**src/rtl/uart_rx.sv**
```systemverilog
// 8N1 UART receiver. It synchronises and majority-votes the serial line, then deframes it.
// Only complete, correctly framed bytes reach rout/rout_en.
module uart_rx #(
    parameter int BAUD_DIV = 234,
    parameter int HALF     = BAUD_DIV / 2
) (
    input  logic       clk,
    input  logic       rst_n,
    input  logic       rx,
    output logic [7:0] rout,
    output logic       rout_en,
    output logic       frame_err,
    output logic       rx_busy
);

    localparam int CW = $clog2(BAUD_DIV);
    localparam logic [CW-1:0] CNT_LAST = CW'(BAUD_DIV - 1);
    localparam logic [CW-1:0] CNT_MID  = CW'(HALF - 1);

    typedef enum logic [1:0] {
        S_IDLE,
        S_START,
        S_DATA,
        S_STOP
    } state_t;

    logic          r_sync1;
    logic          r_rx_s;
    logic [2:0]    r_hist;
    logic [1:0]    r_warm;
    logic          r_armed;
    state_t        r_state;
    logic [CW-1:0] r_cnt;
    logic [2:0]    r_bitn;
    logic [7:0]    r_shift;
    logic [7:0]    r_rout;
    logic          r_rout_en;
    logic          r_frame_err;

    logic          w_vote;
    logic          w_armed_next;
    state_t        w_state_next;
    logic [CW-1:0] w_cnt_next;
    logic [2:0]    w_bitn_next;
    logic [7:0]    w_shift_next;
    logic [7:0]    w_rout_next;
    logic          w_rout_en_next;
    logic          w_frame_err_next;

    assign w_vote = (r_hist[0] & r_hist[1]) | (r_hist[0] & r_hist[2]) | (r_hist[1] & r_hist[2]);

    // rx_s shows its reset value for two cycles after reset; r_warm keeps that
    // stale idle level from arming the receiver while the line is really held low.
    always_ff @(posedge clk or negedge rst_n) begin
        if (!rst_n) begin
            r_sync1 <= 1'b1;
            r_rx_s  <= 1'b1;
            r_hist  <= 3'b111;
            r_warm  <= 2'b00;
        end else begin
            r_sync1 <= rx;
            r_rx_s  <= r_sync1;
            r_hist  <= {r_hist[1:0], r_rx_s};
            r_warm  <= {r_warm[0], 1'b1};
        end
    end

    always_ff @(posedge clk or negedge rst_n) begin
        if (!rst_n) begin
            r_state     <= S_IDLE;
            r_armed     <= 1'b0;
            r_cnt       <= '0;
            r_bitn      <= 3'd0;
            r_shift     <= 8'h00;
            r_rout      <= 8'h00;
            r_rout_en   <= 1'b0;
            r_frame_err <= 1'b0;
        end else begin
            r_state     <= w_state_next;
            r_armed     <= w_armed_next;
            r_cnt       <= w_cnt_next;
            r_bitn      <= w_bitn_next;
            r_shift     <= w_shift_next;
            r_rout      <= w_rout_next;
            r_rout_en   <= w_rout_en_next;
            r_frame_err <= w_frame_err_next;
        end
    end

    always_comb begin
        w_state_next     = r_state;
        w_armed_next     = r_armed;
        w_cnt_next       = r_cnt;
        w_bitn_next      = r_bitn;
        w_shift_next     = r_shift;
        w_rout_next      = r_rout;
        w_rout_en_next   = 1'b0;
        w_frame_err_next = 1'b0;

        case (r_state)
            S_IDLE: begin
                w_cnt_next  = '0;
                w_bitn_next = 3'd0;
                if (r_warm[1] && r_rx_s) begin
                    w_armed_next = 1'b1;
                end
                if (r_armed && !r_rx_s) begin
                    w_state_next = S_START;
                end
            end

            S_START: begin
                if (r_cnt == CNT_MID) begin
                    w_cnt_next  = '0;
                    w_bitn_next = 3'd0;
                    // A high vote here means the low level did not last: a glitch, not a start bit.
                    w_state_next = w_vote ? S_IDLE : S_DATA;
                end else begin
                    w_cnt_next = r_cnt + 1'b1;
                end
            end

            S_DATA: begin
                if (r_cnt == CNT_LAST) begin
                    w_cnt_next   = '0;
                    w_shift_next = {w_vote, r_shift[7:1]};
                    w_bitn_next  = r_bitn + 3'd1;
                    if (r_bitn == 3'd7) begin
                        w_state_next = S_STOP;
                    end
                end else begin
                    w_cnt_next = r_cnt + 1'b1;
                end
            end

            S_STOP: begin
                if (r_cnt == CNT_LAST) begin
                    w_cnt_next   = '0;
                    w_bitn_next  = 3'd0;
                    w_state_next = S_IDLE;
                    if (w_vote) begin
                        w_rout_next    = r_shift;
                        w_rout_en_next = 1'b1;
                    end else begin
                        // Disarm so a break never produces a frame.
                        w_frame_err_next = 1'b1;
                        w_armed_next     = 1'b0;
                    end
                end else begin
                    w_cnt_next = r_cnt + 1'b1;
                end
            end

            default: begin
                w_state_next = S_IDLE;
            end
        endcase
    end

    assign rout      = r_rout;
    assign rout_en   = r_rout_en;
    assign frame_err = r_frame_err;
    assign rx_busy   = (r_state != S_IDLE);

endmodule
```
**config.mk**
```make
export PLATFORM = sky130hd
export DESIGN_NAME = uart_rx
export DESIGN_NICKNAME = d
export VERILOG_FILES = /design/src/rtl/uart_rx.sv
export SDC_FILE = /design/constraint.sdc
export NUM_CORES = 1
export LEC_CHECK = 0
export BUFFER_PORTS_ARGS = -buffer_cell sky130_fd_sc_hd__buf_2
export CAP_MARGIN = 20
export CELL_PAD_IN_SITES_DETAIL_PLACEMENT = 1
export CELL_PAD_IN_SITES_GLOBAL_PLACEMENT = 1
export CORE_MARGIN = 5
export CORE_UTILIZATION = 51
export CTS_CLUSTER_SIZE = 25
export DETAILED_ROUTE_END_ITERATION = 8
export HOLD_SLACK_MARGIN = 0.03
export PLACE_DENSITY = 0.89
export SLEW_MARGIN = 20
export SYNTH_ARGS = -nofsm -noshare
export SYNTH_HDL_FRONTEND = slang
export SYNTH_SLANG_ARGS = --single-unit
```
**constraint.sdc**
```tcl
create_clock -name clk -period 3.4 [get_ports clk]
set_clock_uncertainty 0.1 [all_clocks]
set_input_delay 0 -clock clk [delete_from_list [all_inputs] [get_ports clk]]
set_output_delay 0 -clock clk [all_outputs]
set_load 0.005 [all_outputs]
```
# After elaboration in Yosys (flattened, before gate mapping)
# Cells that the tools add are included.
# W data, S select, Z words.
# word_totals
out_inout_bits	11
input_bits	3
elab_cells	68
reg_bits	39
# classes
reduce_logical	12
n_addsub	2
n_eq_ne	13
muxes	24
bitwise_logic	5
# op_table
cell	count
$pmux W8 S3	1
$mux W8	2
$ne A2 B2 Y1 const B	7
$mux W2	6
$pmux W3 S4	1
$mux W1	9
$mux W3	3
$add A8 B1 Y8 const B	1
$eq A8 B7 Y1 const B	1
$eq A8 B8 Y1 const B	1
$pmux W2 S4	1
$reduce_and A3 Y1	2
$reduce_and A5 Y1	1
$eq A2 B2 Y1 const B	2
$reduce_and A4 Y1	1
$reduce_bool A2 Y1	2
$add A3 B1 Y3 const B	1
$and A1 B1 Y1	3
$eq A3 B3 Y1 const B	1
$eq A2 B1 Y1 const B	1
$logic_and A1 B1 Y1	2
$logic_not A2 Y1	1
$or A1 B1 Y1	2
$pmux W1 S2	1
other kinds (3)	3

# Logic depth before layout (Yosys ltp)
# logic_depth
word_depth	6
ltp_mapped	7

# Worst setup path before layout
# Ideal clock, no wire load.
# synth_timing
kind	reg2reg
startpoint	register r_cnt[1]
endpoint	register r_rout[0], in the netlist rout[0]
setup_time_ps	125
stages_incl_launch_ff	8
t_required_ps	3175
arrival_time_ps	1638
setup_slack_ps	1536
cell_sequence	dfrtp_1 inv_1 ha_1 and4bb_1 and3_4 and4_4 buf_12 mux2_4
# synth_between
elab_chain_len	2
# synth_rtl
item	line	text
from (decl)	33	logic [CW-1:0] r_cnt;
from (signal assigned)	81	r_cnt <= w_cnt_next;
$eq A8 B8 Y1	137	if (r_cnt == CNT_LAST) begin
$reduce_and A3 Y1 (no line)	n/a	
to (signal assigned)	84	r_rout <= w_rout_next;
to (decl)	36	logic [7:0] r_rout;
# No other way between the ends.
# A chain may end at the register's enable or synchronous reset.

# Worst setup path in the final report
# layout_timing
startpoint	register r_cnt[1]
endpoint	register r_shift[3]
# layout_between
elab_chain_len	2
# layout_rtl
item	line	text
$eq A8 B8 Y1	124	if (r_cnt == CNT_LAST) begin
$reduce_and A2 Y1 (no line)	n/a	
to (signal assigned)	83	r_shift <= w_shift_next;
to (decl)	35	logic [7:0] r_shift;
# No other way between the ends.

==> impl_metrics.tcl <==
set metrics [dict create \
    grt_pass1_wl_mm 5.73 \
    ys_async_sr_fraction 1.00 \
    grt_overflow 0 \
    viasPerCell 5.29 \
    clock_sinks 39 \
    ant_nets 0 \
    slew_violations 0 \
    vias 1032 \
    hp-class "in2async" \
    crit_buf_inv 1 \
    worstSetupEndpointType "flop" \
    setup_viol 0 \
    area_delta_synth_final_pct 10.2 \
    routabilityCongestion 0.785 \
    clk_pin_slew_ns 0.11 \
    dpl_cell_area_um2 1770 \
    pin_count 14 \
    p_sw_w 0.000283 \
    drt_first_iter_violations 44 \
    rr_endpoint "r_shift[3]" \
    yosys_warnings 0 \
    cts-root-buf "clkbuf_4" \
    crit_arrival_ns 2.16 \
    die_area_um2 4530 \
    cp_slowest_cell "dfrtp_1" \
    crit_cells 6 \
    slowest_delay_ns 0.43 \
    r2r_setup_slack_ns 1.38 \
    status "finished clean" \
    rsz0062_at_grt "no" \
    grt_usage 0.175 \
    avgSynthCellArea_um2 12.9 \
    max_slew_margin 0.444 \
    p_sw_frac 0.306 \
    drive_gt1_frac 0.318 \
    finish.instance_area_um2 1840 \
    finalWirelength_mm 3.30 \
    crit_chain "inv_1 > ha_1 > and4bb_1 > nand3_2 > nor2_4 > mux2_2" \
    synth.area.top_cells "dfrtp_1 (51%), dfstp_2 (7.9%), mux2_4 (7.2%)" \
    antennaDiodeCount 0 \
    yosys.area.top_type "dfrtp_1" \
    hold_buffers 2 \
    fmax_mhz 496 \
    cts_setup_buffers 0 \
    final_hold_viol_count 0 \
    fin_nets 158 \
    cts_buffers 5 \
    antenna_found_initial 0 \
    io_buffers 13 \
    synth_edf_count 0 \
    fp.coreArea_um2 3100 \
    ys.flop_type "dfrtp_1" \
    synth_cell_type_count 33 \
    fillers 331 \
    startpoint "r_cnt[1]" \
    fin_setup_tns_ns 0 \
    cts_resized 0 \
    critical-path-top-delay-family "simple AND/OR/NAND/NOR gates" \
    rows 20 \
    crit_path_start_kind "flop" \
    p_seq_frac 0.599 \
    endpoint "r_shift[3]" \
    synthCells 130 \
    path_max_fanout 9 \
    cts.htree.levels 2 \
    netlist.area_leader.share 0.509 \
    initial_utilization 0.539 \
    dr.pass1.iters 4 \
    die_y_um 67.3 \
    synth-seq-cells 39 \
    worstSkewPairLatency_ns 0.35 \
    worstMarginPinSlew_ns 0.834 \
    cts_tree "built" \
    syn-num-nets 138 \
    rr_startpoint "r_cnt[1]" \
    criticalPathCategory "reg2reg" \
    combPwrFrac 0.151 \
    die_w_um 67.3 \
    drcViolationCount 0 \
    powerDensity_nw_per_um2 501 \
    finalCritPeriodShare 0.593 \
    cp.required_ns 3.54 \
    avgRoutedWirePerCell_um 16.9 \
    grt_max_degree 40 \
    pwr-share-clk 0.250 \
    drv_cap 0 \
    worstRegToRegCells 6 \
    p_int_w 0.000640 \
    p_leak_nw 0.882 \
    grt_pass1_vias 1155 \
    vdd_drop_max_v 0.000335 \
    syn_area_um2 1670 \
    clk_path_buf_depth 2 \
    dpl.hpwl_mm 2.43 \
    ys_seq_area_frac 0.587 \
    finalCriticalPeriod_ns 2.02 \
]
## flip-flops by register name, summed over array words and instances, names as in the netlist, named ones only
signal     count
r_armed        1
r_warm         2
r_hist         3
r_shift        8
r_cnt          8
r_state        1
r_bitn         3
r_rx_s         1
frame_err      1
rout_en        1
rout           8
r_sync1        1
## cells in the mapped netlist, drive strengths merged, types with 2 or more instances
| master | number |
|---|---|
| dfstp | 5 |
| xor2 | 2 |
| ha | 5 |
| nor2 | 14 |
| nand2b | 2 |
| and4 | 2 |
| mux2 | 16 |
| a21oi | 4 |
| nor3 | 2 |
| nand3 | 11 |
| o311ai | 2 |
| dfrtp | 34 |
| nand2 | 10 |
| inv | 3 |
| xnor2 | 4 |
| nor2b | 2 |
## layout make-up
| class | instances | area [um2] | area share |
|---|---|---|---|
| clock buffer | 6 | 41.3 | 0.0224 |
| sequential | 39 | 982 | 0.533 |
| tap | 44 | 55.1 | 0.0299 |
| timing repair buffer | 15 | 85.1 | 0.0462 |
| multi-input combinational | 86 | 656 | 0.356 |
| inverter | 3 | 11.3 | 0.00611 |
| clock inverter | 2 | 12.5 | 0.00679 |
## power groups by stage
stage	sequential (W)	clock, W	combinational [W]
4_1_cts	0.000555	0.000240	0.000142
2_1_floorplan	0.000547	0	0.0000954
3_5_place_dp	0.000561	0	0.000137
3_3_place_gp	0.000556	0	0.000124
5_1_grt	0.000561	0.000264	0.000161
6_report	0.000553	0.000230	0.000139
## per-layer routing
metal  part of all wire  track usage  wire length, um
met5                  0            0                0
met4              0.014       0.0532               46
met3              0.027       0.0499               90
met2               0.54        0.307             1790
met1               0.42        0.207             1370
## worst min path at each step
stage	start	to	slack (ns)
after floorplan	rst_n	asynchronous set/reset pin	-0.40
after global placement	rx	r_sync1	0.007
after detailed placement	rx	r_sync1	0.01
after CTS	rx	r_sync1	0.18
after global routing	rx	r_sync1	0.18
final	rst_n	r_cnt[6]	0.18
## stage by stage
| step | utilization | cells | hold slack (ns) | setup WS (ns) | total power, W |
|---|---|---|---|---|---|
| 6_report | 0.594 | 195 | 0.184 | 1.38 | 0.000923 |
| 5_1_grt | 0.594 | 195 | 0.175 | 1.28 | 0.000986 |
| 4_1_cts | 0.594 | 195 | 0.175 | 1.36 | 0.000937 |
| 3_5_place_dp | 0.570 | 185 | 0.0114 | 1.38 | 0.000698 |
| 3_3_place_gp | 0.570 | 185 | 0.00651 | 1.48 | 0.000680 |
| 2_1_floorplan | - | 130 | -0.396 | 1.54 | 0.000642 |
## cell families (layout without fill, tap and decap cells)
logic type / Yosys count / count (layout) / synth area share
buffers and inverters: 5 / 26 / 0.0209
AOI/OAI and AO/OA: 8 / 8 / 0.0337
muxes: 16 / 16 / 0.126
and+or+nand+nor: 50 / 50 / 0.162
xor gates and xnor gates: 6 / 6 / 0.0314
DFF: 39 / 39 / 0.587
adders and majority gates: 5 / 5 / 0.0374
other: 1 / 1 / 0.00224
## layout by cell type (no fill, tap or decap)
cell type / Yosys / routed
a31oi_1: 1 / 1
nor2_1: 13 / 13
dfstp_2: 5 / 5
dlygate4sd3_1: 0 / 2
and4bb_1: 1 / 1
dfrtp_1: 34 / 34
nand3_1: 10 / 10
xnor2_1: 4 / 4
clkinv_2: 0 / 1
o221ai_1: 1 / 1
and4_1: 1 / 1
nor4_1: 1 / 1
clkbuf_1: 1 / 1
and3_4: 1 / 1
nor3b_1: 1 / 1
and4_4: 1 / 1
nand2b_1: 2 / 2
conb_1: 1 / 1
or2_2: 1 / 1
mux2_4: 8 / 8
nand3_2: 1 / 1
and2_2: 1 / 1
nor2_4: 1 / 1
inv_1: 3 / 3
a21oi_2: 1 / 1
clkinvlp_4: 0 / 1
buf_2: 0 / 13
nand4_1: 1 / 1
nand2_1: 10 / 10
nor3_1: 2 / 2
clkbuf_4: 0 / 5
xor2_1: 2 / 2
o311ai_0: 2 / 2
a21oi_1: 3 / 3
nor2b_1: 2 / 2
ha_1: 5 / 5
mux2_2: 8 / 8
Note: power is estimated with default switching activity, not from simulation.
